`src/rtl/tt_um_hoene_led_tx_pkg.sv`:
```
// ---------------------------------------------------------------------------
// tt_um_hoene_led_tx_pkg
// Shared definitions for the smart-LED frame transmitter:
//   - tx_state_e       : frame sequencer states
//   - LED word layout  : 30-bit word, blue[29:20], green[19:10], red[9:0]
//   - MIN_HALF_PERIOD  : smallest usable half-bit period in clk cycles
//   - manchester_level : line level for a bit in a given half
// ---------------------------------------------------------------------------
package tt_um_hoene_led_tx_pkg;

    typedef enum logic [2:0] {
        IDLE,
        PREAMBLE,
        START,
        DATA,
        GAP
    } tx_state_e;

    localparam int LED_DATA_W      = 30;
    localparam int COLOUR_W        = 10;
    localparam int BLUE_LSB        = 20;
    localparam int GREEN_LSB       = 10;
    localparam int RED_LSB         = 0;
    localparam int MIN_HALF_PERIOD = 2;

    // '1' is low-then-high, '0' is high-then-low.
    function automatic logic manchester_level(input logic bit_val, input logic second_half);
        return second_half ? bit_val : ~bit_val;
    endfunction

endpackage

```
`src/rtl/tt_um_hoene_halfbit_timer.sv`:
```
// ---------------------------------------------------------------------------
// tt_um_hoene_halfbit_timer
// Loadable half-bit timer. Counts 0..hp-1 while running and ticks on hp-1;
// the phase bit flips on every tick (0 = first half, 1 = second half).
// Ports:
//   clk, rst       : clock, synchronous active-high reset
//   load_i         : latch hp_i, restart at count 0 / first half
//   hp_i           : effective half period (already clamped to >= 2)
//   run_i          : count enable
//   tick_o         : last cycle of the current half
//   phase_o        : current half
//   phase_next_o   : half that will be current after this clk edge
// ---------------------------------------------------------------------------
module tt_um_hoene_halfbit_timer
    import tt_um_hoene_led_tx_pkg::*;
#(
    parameter int HP_W = 8
) (
    input  logic            clk,
    input  logic            rst,
    input  logic            load_i,
    input  logic [HP_W-1:0] hp_i,
    input  logic            run_i,
    output logic            tick_o,
    output logic            phase_o,
    output logic            phase_next_o
);

    logic [HP_W-1:0] hp_q;
    logic [HP_W-1:0] cnt_q;
    logic            phase_q;

    assign tick_o       = run_i && (cnt_q == hp_q - HP_W'(1));
    assign phase_o      = phase_q;
    assign phase_next_o = load_i ? 1'b0 : (tick_o ? ~phase_q : phase_q);

    always_ff @(posedge clk) begin
        if (rst) begin
            hp_q    <= HP_W'(MIN_HALF_PERIOD);
            cnt_q   <= '0;
            phase_q <= 1'b0;
        end else if (load_i) begin
            hp_q    <= hp_i;
            cnt_q   <= '0;
            phase_q <= 1'b0;
        end else if (run_i) begin
            if (tick_o) begin
                cnt_q   <= '0;
                phase_q <= ~phase_q;
            end else begin
                cnt_q   <= cnt_q + HP_W'(1);
            end
        end
    end

endmodule

```
`src/rtl/tt_um_hoene_led_frame_transmitter.sv`:
```
// ---------------------------------------------------------------------------
// tt_um_hoene_led_frame_transmitter
// Serializes 30-bit LED words into Manchester frames:
//   preamble ('0' x PREAMBLE_LEN), start ('1'), N x DATA_W data bits MSB
//   first, then GAP_BITS bit periods driven low so the chain latches.
// Ports:
//   clk, rst                  : clock, synchronous active-high reset
//   half_period               : clk cycles per half bit (0/1 -> 2), sampled
//                               when a frame is accepted
//   in_valid/in_ready         : word handshake; in_data word, in_last ends frame
//   out_data, out_enable      : registered line value and pad enable
//   busy                      : not IDLE
//   underrun                  : one-cycle pulse when a mid-frame word is missing
// ---------------------------------------------------------------------------
module tt_um_hoene_led_frame_transmitter
    import tt_um_hoene_led_tx_pkg::*;
#(
    parameter int DATA_W       = LED_DATA_W,
    parameter int HP_W         = 8,
    parameter int PREAMBLE_LEN = 8,
    parameter int GAP_BITS     = 4
) (
    input  logic              clk,
    input  logic              rst,
    input  logic [HP_W-1:0]   half_period,
    input  logic              in_valid,
    output logic              in_ready,
    input  logic [DATA_W-1:0] in_data,
    input  logic              in_last,
    output logic              out_data,
    output logic              out_enable,
    output logic              busy,
    output logic              underrun
);

    // One bit counter is shared by preamble, data and gap; 5 bits covers all.
    localparam int            CNT_W    = 5;
    localparam logic [CNT_W-1:0] PRE_LAST = CNT_W'(PREAMBLE_LEN - 1);
    localparam logic [CNT_W-1:0] DAT_LAST = CNT_W'(DATA_W - 1);
    localparam logic [CNT_W-1:0] GAP_LAST = CNT_W'(GAP_BITS - 1);

    tx_state_e         state_q, state_d;
    logic [DATA_W-1:0] shift_q, shift_d;
    logic              last_q, last_d;
    logic [CNT_W-1:0]  bit_cnt_q, bit_cnt_d;
    logic              out_data_q, out_data_d;
    logic              out_enable_q, out_enable_d;
    logic              underrun_q, underrun_d;
    logic              ready_d;
    logic              load;
    logic              tick, phase, phase_next;
    logic              end_of_bit;
    logic [HP_W-1:0]   hp_eff;

    assign hp_eff = (half_period < HP_W'(MIN_HALF_PERIOD)) ? HP_W'(MIN_HALF_PERIOD) : half_period;

    tt_um_hoene_halfbit_timer #(
        .HP_W (HP_W)
    ) u_timer (
        .clk          (clk),
        .rst          (rst),
        .load_i       (load),
        .hp_i         (hp_eff),
        .run_i        (state_q != IDLE),
        .tick_o       (tick),
        .phase_o      (phase),
        .phase_next_o (phase_next)
    );

    assign end_of_bit = tick && phase;

    always_comb begin
        state_d    = state_q;
        shift_d    = shift_q;
        last_d     = last_q;
        bit_cnt_d  = bit_cnt_q;
        underrun_d = 1'b0;
        ready_d    = 1'b0;
        load       = 1'b0;

        case (state_q)
            IDLE: begin
                ready_d = 1'b1;
                if (in_valid) begin
                    shift_d   = in_data;
                    last_d    = in_last;
                    bit_cnt_d = '0;
                    load      = 1'b1;
                    state_d   = PREAMBLE;
                end
            end
            PREAMBLE: begin
                if (end_of_bit) begin
                    if (bit_cnt_q == PRE_LAST) begin
                        bit_cnt_d = '0;
                        state_d   = START;
                    end else begin
                        bit_cnt_d = bit_cnt_q + CNT_W'(1);
                    end
                end
            end
            START: begin
                if (end_of_bit) begin
                    bit_cnt_d = '0;
                    state_d   = DATA;
                end
            end
            DATA: begin
                if (end_of_bit) begin
                    if (bit_cnt_q == DAT_LAST) begin
                        bit_cnt_d = '0;
                        if (!last_q) begin
                            // Only window where a follow-on word can be taken,
                            // so consecutive words abut with no idle bit.
                            ready_d = 1'b1;
                            if (in_valid) begin
                                shift_d = in_data;
                                last_d  = in_last;
                            end else begin
                                underrun_d = 1'b1;
                                state_d    = GAP;
                            end
                        end else begin
                            state_d = GAP;
                        end
                    end else begin
                        shift_d   = shift_q << 1;
                        bit_cnt_d = bit_cnt_q + CNT_W'(1);
                    end
                end
            end
            GAP: begin
                if (end_of_bit) begin
                    if (bit_cnt_q == GAP_LAST) begin
                        bit_cnt_d = '0;
                        state_d   = IDLE;
                    end else begin
                        bit_cnt_d = bit_cnt_q + CNT_W'(1);
                    end
                end
            end
            default: state_d = IDLE;
        endcase

        // The line registers take the level of the position being entered,
        // so out_data is aligned with state_q/timer in the following cycle.
        out_enable_d = (state_d != IDLE);
        case (state_d)
            PREAMBLE: out_data_d = manchester_level(1'b0, phase_next);
            START:    out_data_d = manchester_level(1'b1, phase_next);
            DATA:     out_data_d = manchester_level(shift_d[DATA_W-1], phase_next);
            default:  out_data_d = 1'b0;
        endcase
    end

    always_ff @(posedge clk) begin
        if (rst) begin
            state_q      <= IDLE;
            shift_q      <= '0;
            last_q       <= 1'b0;
            bit_cnt_q    <= '0;
            out_data_q   <= 1'b0;
            out_enable_q <= 1'b0;
            underrun_q   <= 1'b0;
        end else begin
            state_q      <= state_d;
            shift_q      <= shift_d;
            last_q       <= last_d;
            bit_cnt_q    <= bit_cnt_d;
            out_data_q   <= out_data_d;
            out_enable_q <= out_enable_d;
            underrun_q   <= underrun_d;
        end
    end

    assign in_ready   = ready_d;
    assign out_data   = out_data_q;
    assign out_enable = out_enable_q;
    assign busy       = (state_q != IDLE);
    assign underrun   = underrun_q;

endmodule

```
`config.mk`:
```
export PLATFORM = sky130hd
export DESIGN_NAME = tt_um_hoene_led_frame_transmitter
export DESIGN_NICKNAME = d
export VERILOG_FILES = /design/src/rtl/tt_um_hoene_led_tx_pkg.sv /design/src/rtl/tt_um_hoene_halfbit_timer.sv /design/src/rtl/tt_um_hoene_led_frame_transmitter.sv
export SDC_FILE = /design/constraint.sdc
export NUM_CORES = 1
export LEC_CHECK = 0
export BUFFER_PORTS_ARGS = -buffer_cell sky130_fd_sc_hd__buf_2
export CAP_MARGIN = 0
export CORE_UTILIZATION = 30
export CTS_CLUSTER_SIZE = 40
export DETAILED_ROUTE_END_ITERATION = 12
export PLACE_DENSITY = 0.59
export SYNTH_ARGS = -nofsm -noshare
export SYNTH_HDL_FRONTEND = slang
export SYNTH_SLANG_ARGS = --single-unit
```
`constraint.sdc`:
```
create_clock -name clk -period 6.2 [get_ports clk]
set_input_delay 0.62 -clock clk [delete_from_list [all_inputs] [get_ports clk]]
set_output_delay 0.62 -clock clk [all_outputs]
set_load 0.005 [all_outputs]
```
-- Yosys cells after proc, flatten, opt, wreduce, memory -nomap -nowiden
Cells that the tools add are included.
W data, S select, Z words.
- output and inout port bits: 5
- register bits: 59
- bits of input ports: 42
- equality and inequality tests: 18
- $add $sub $neg: 3
- magnitude comparators: 1
- bitwise gates (word level): 5
- reductions and logical operators: 12
- muxes and demuxes: 46
- operator list (kind ; count):
    $mux W30 ; 4
    $pmux W30 S2 ; 1
    $mux W5 ; 8
    $mux W3 ; 10
    $pmux W5 S5 ; 1
    $mux W1 ; 16
    $mux W8 ; 2
    $pmux W3 S5 ; 1
    $eq A3 B2 Y1 const B ; 4
    $ne A2 B2 Y1 const B ; 6
    $add A8 B1 Y8 const B ; 1
    $eq A8 B8 Y1 ; 1
    $lt A8 B2 Y1 const B ; 1
    $sub A8 B1 Y8 const B ; 1
    $eq A3 B1 Y1 const B ; 2
    $reduce_and A6 Y1 ; 1
    $reduce_bool A3 Y1 ; 2
    $add A5 B1 Y5 const B ; 1
    $eq A5 B2 Y1 const B ; 1
    $eq A5 B3 Y1 const B ; 1
    $eq A5 B5 Y1 const B ; 1
    $not A1 Y1 ; 5
    $reduce_bool A5 Y1 ; 1
    $reduce_or A5 Y1 ; 1
    other kinds (10) ; 12

-- Logic depth before layout (Yosys ltp)
- depth in word-level cells: 9
- mapped depth: 15
- depth with buffers taken out: 12

-- Modules after synthesis
A second synthesis with hierarchy kept.
- cell total of the unflattened synthesis: 370
- area, all modules: 3400.8 um^2
- modules (own cells, without submodules) (module ; instances ; area each (um^2) ; cells each):
    tt_um_hoene_led_frame_transmitter ; 1 ; 2383.5 ; 259
    tt_um_hoene_halfbit_timer ; 1 ; 1017.2 ; 111

-- Least setup slack after synthesis
No wires, ideal clock.
- kind: register -> register
- from: register u_timer.hp_q[0]
- to: register shift_q[1]
- required time: 6.141 ns
- setup slack: 3.213 ns
- cell stages (with the launch flop): 16
- data arrival time: 2.928 ns
- library setup time: 0.059 ns
- clock period less this slack: 2.987 ns
- cell sequence: dfxtp_1 > inv_1 > ha_1 > and2_1 > o21ai_0 > a31oi_1 > nor4_4 > ha_1 > clkbuf_2 > and4b_1 > nand3_1 > a21oi_1 > buf_2 > buf_4 > a22oi_1 > nand2_1
- longest elaborated chain between the ends: 6
- ends and longest elaborated chain (item ; RTL line ; RTL):
    from (decl) ; tt_um_hoene_halfbit_timer.sv:29 ; logic [HP_W-1:0] hp_q;
    from (signal assigned) ; tt_um_hoene_halfbit_timer.sv:39 ; hp_q <= HP_W'(MIN_HALF_PERIOD);
    from (signal assigned) ; tt_um_hoene_halfbit_timer.sv:43 ; hp_q <= hp_i;
    $sub A8 B1 Y8 ; tt_um_hoene_halfbit_timer.sv:33 ; assign tick_o = run_i && (cnt_q == hp_q - HP_W'(1));
    $eq A8 B8 Y1 ; tt_um_hoene_halfbit_timer.sv:33 ;
    $logic_and A1 B1 Y1 ; tt_um_hoene_halfbit_timer.sv:33 ;
    $logic_and A1 B1 Y1 ; tt_um_hoene_led_frame_transmitter.sv:70 ; assign end_of_bit = tick && phase;
    $ne A2 B2 Y1 (no source line) ; - ;
    $reduce_and A3 Y1 (no source line) ; - ;
    to (signal assigned) ; tt_um_hoene_led_frame_transmitter.sv:167 ; shift_q <= shift_d;
    to (decl) ; tt_um_hoene_led_frame_transmitter.sv:43 ; logic [DATA_W-1:0] shift_q, shift_d;
No other way between the ends.
A chain may end at the register's enable or synchronous reset.

-- Final worst setup path
- from: register u_timer.hp_q[0]
- to: output in_ready
- longest elaborated chain between the ends: 6
- ends and longest elaborated chain (item ; RTL line ; RTL):
    $sub A8 B1 Y8 ; tt_um_hoene_halfbit_timer.sv:33 ;
    $eq A8 B8 Y1 ; tt_um_hoene_halfbit_timer.sv:33 ;
    $logic_and A1 B1 Y1 ; tt_um_hoene_halfbit_timer.sv:33 ;
    $logic_and A1 B1 Y1 ; tt_um_hoene_led_frame_transmitter.sv:70 ;
    $mux W1 ; tt_um_hoene_led_frame_transmitter.sv:109 ; if (end_of_bit) begin
    $pmux W1 S2 ; tt_um_hoene_led_frame_transmitter.sv:81 ; case (state_q)
    to (decl) ; tt_um_hoene_led_frame_transmitter.sv:27 ; output logic in_ready,
No other way between the ends.

==> results.cfg <==
[outcome]
status = complete, no violations

[synth]
syn_area_sq_mm = 0.002973
synth_ff_type = dfxtp_1
synth_compound_area_share_pct = 18.22
seq_area_frac_synth_pct = 39.73
synthesis.nets = 407
async_flop_share_pct = 0
synth_edf_count = 0
yosys.cell_types.count = 58
yosys.area.top_type = dfxtp_1
synth_top_area_share_pct = 39.73
synthCells = 360
synth_fa_ha_area_share_pct = 2.104
synth_top_family_by_area = simple AND/OR/NAND/NOR gates
synth_xor_area_share_pct = 4.714
synth_area_leaders = dfxtp_1, nand2_1, a22oi_1
synthMuxAreaShare_pct = 0.6734
synth_area_per_cell_sq_um = 8.258
synth_warnings = 0
synth-seq-cells = 59
synth-simple-area-share_pct = 28.96

[global_routing]
grt_antenna_before_repair = 0
grt-ovfl-total = 0
grt_pass1_wl_um = 11550
grt_pass1_vias = 2538
grt_max_degree = 30
grt_usage_pct = 14.31

[worst_setup_path]
max_stage_delay_ns = 0.52
path_buf_inv = 2
critPathRequiredTime_ns = 5.58
end_kind = output pin
crit_fanout = 9
crit_chain = inv_1 > ha_1 > and2_1 > o21ai_0 > a31oi_1 > nor4_4 > ha_1 > and4b_1 > nand3_1 > nand2_1 > buf_2
cp_slowest_cell = nor4_4
cp_top_family = simple AND/OR/NAND/NOR gates
startpoint_type = flip-flop
cp_common_cell = ha_1
crit_type = flip-flop to output pin
arrival_ns = 3.21

[cts]
cts_buffers = 9
cts_tree = done
clkSinkCount = 59
clkLatencyLatePin_ns = 0.33
post_cts_buffers = 0
cts-root-buf = clkbuf_8
cts_hold_buf = 0
clkTransAtPathRegs_ns = 0.07
cts.path.max_buffers = 2
htreeDepth = 3
ctsResizeCount = 0

[floorplan]
coreArea_sq_mm = 0.009415
io_pins = 47
die_height_um = 101.5
die-area_sq_mm = 0.01031
die_w_um = 101.5
start_util_pct = 31.57
rows = 35

[finish]
final_common_cell = nand2_1
nets = 444
antenna_cells = 0
fillers = 991
fin_util_pct = 36.33
final_area_sq_mm = 0.003421
final_cell_mix = nand2_1, dfxtp_1, buf_2, a22oi_1, a21oi_1
area_growth_pct = 15.07
drive_gt1_share_pct = 18.45

[place]
placed_area_sq_mm = 0.003261
io_buffers = 46
gp_congestion = 0.8656
place_hpwl_um = 4914

[timing]
worstMarginPinSlew_ns = 0.7437
fin_crit_sh_pct = 61.83
skew_ns = 0.008068
relSlewSlack_pct = 49.99
totalNegativeSetupSlack_ns = 0
hold_violations = 0
slew_viol_final = 0
setup_viol = 0
finalCriticalPeriod_ns = 3.833
grt_setup_unrepaired = false
max_freq_ghz = 0.2609

[power]
ir_worst_vdd_mv = 0.08794
leakage_nw = 1.405
p_switching_mw = 0.2080
p_seq_share_pct = 51.7
pwr-share-comb_pct = 11.3
p_sw_share_pct = 26.11
p_clk_share_pct = 37.0
power_density_mw_per_mm2 = 232.9
p_int_mw = 0.5887

[routing]
drtIter0Drc = 159
wl_per_cell_um = 12.98
vias_per_cell = 4.977
drtAntennaViolNets = 0
dr.pass1.iters = 5
route.detailed.drc = 0
vias = 2638
routed_wl_um = 6881

[job]
drv_cap = 0

[hold_path]
hold_class = flip-flop to flip-flop
==> power groups by stage <==
stage | Combinational, mW | Clock, mW | Sequential (mW)
after floorplan | 0.0647 | 0 | 0.416
after global placement | 0.0896 | 0 | 0.420
after detailed placement | 0.0908 | 0 | 0.421
after CTS | 0.0912 | 0.310 | 0.412
after global routing | 0.101 | 0.325 | 0.415
final | 0.0900 | 0.294 | 0.412
==> per-stage QoR <==
stage / cells / hold WS [ns] / setup WS, ns / total power [mW]
2_1_floorplan: 360 / 0.4159 / 3.213 / 0.4806
3_3_place_gp: 515 / 0.4223 / 2.803 / 0.5101
3_5_place_dp: 515 / 0.4299 / 2.729 / 0.5114
4_1_cts: 530 / 0.4366 / 2.333 / 0.8137
5_1_grt: 530 / 0.4498 / 2.071 / 0.8408
6_report: 530 / 0.4363 / 2.367 / 0.7967
==> worst reg2reg max path, cell delays in order, from the launching register on <==
cell and delay [ns]:
dfxtp_1 0.39, inv_1 0.07, ha_1 0.23, and2_1 0.18
o21ai_0 0.18, a31oi_1 0.18, nor4_4 0.53, ha_1 0.42
and4b_1 0.33, nand3_1 0.16, a21oi_2 0.16, buf_4 0.31
a32o_1 0.23
==> path summary, 6_finish.rpt <==
check / start / endpoint / slack, ns / cells after the start
hold / removal: shift_q[1] / shift_q[2] / 0.44 / 2
setup reg to reg: u_timer.hp_q[0] / shift_q[0] / 2.78 / 12
setup / recovery: u_timer.hp_q[0] / in_ready / 2.37 / 11
hold reg to reg: shift_q[1] / shift_q[2] / 0.44 / 2
==> cells by family after synthesis <==
| kind of cell | Yosys count |
|---|---|
| AOI/OAI and AO/OA | 78 |
| xor gates and xnor gates | 16 |
| adders and majority gates | 5 |
| buffers and inverters | 31 |
| DFF | 59 |
| muxes | 2 |
| and+or+nand+nor | 169 |
==> sequential cells by signal, summed over array words and instances (netlist names) <==
register         count
out_data             1
u_timer.phase_o      1
underrun             1
out_enable           1
shift_q             30
state_q              3
u_timer.hp_q         8
last_q               1
u_timer.cnt_q        8
bit_cnt_q            5
==> cells in the mapped netlist (4+ instances only) <==
library cell and instances:
xnor2_1 6, xor2_1 10, dfxtp_1 59, inv_1 7, nand2_1 89, nand2b_1 5, ha_1 5, buf_4 5
nor2_1 14, a21oi_1 18, nor3_1 13, buf_2 6, a22oi_1 28, nand3b_1 4, clkbuf_1 7, nand3_1 13
o21ai_0 5
==> layer usage <==
layer	part of all wire, %	global-route usage, %
met1	48	17.84
met3	3.3	4.003
met2	47	23.49
met4	1.7	5.240
met5	0	0
==> final cells by class <==
type                       count  area, sq um  share of cell area (%)
timing repair buffer          49        252.7                   7.388
clock buffer                  12        145.1                   4.243
sequential                    59         1181                   34.53
inverter                       8        30.03                  0.8778
multi-input combinational    270         1635                   47.81
tap                          129        161.4                   4.718
clock inverter                 3        15.01                  0.4389
No activity file was read; power rests on OpenSTA's default activity.
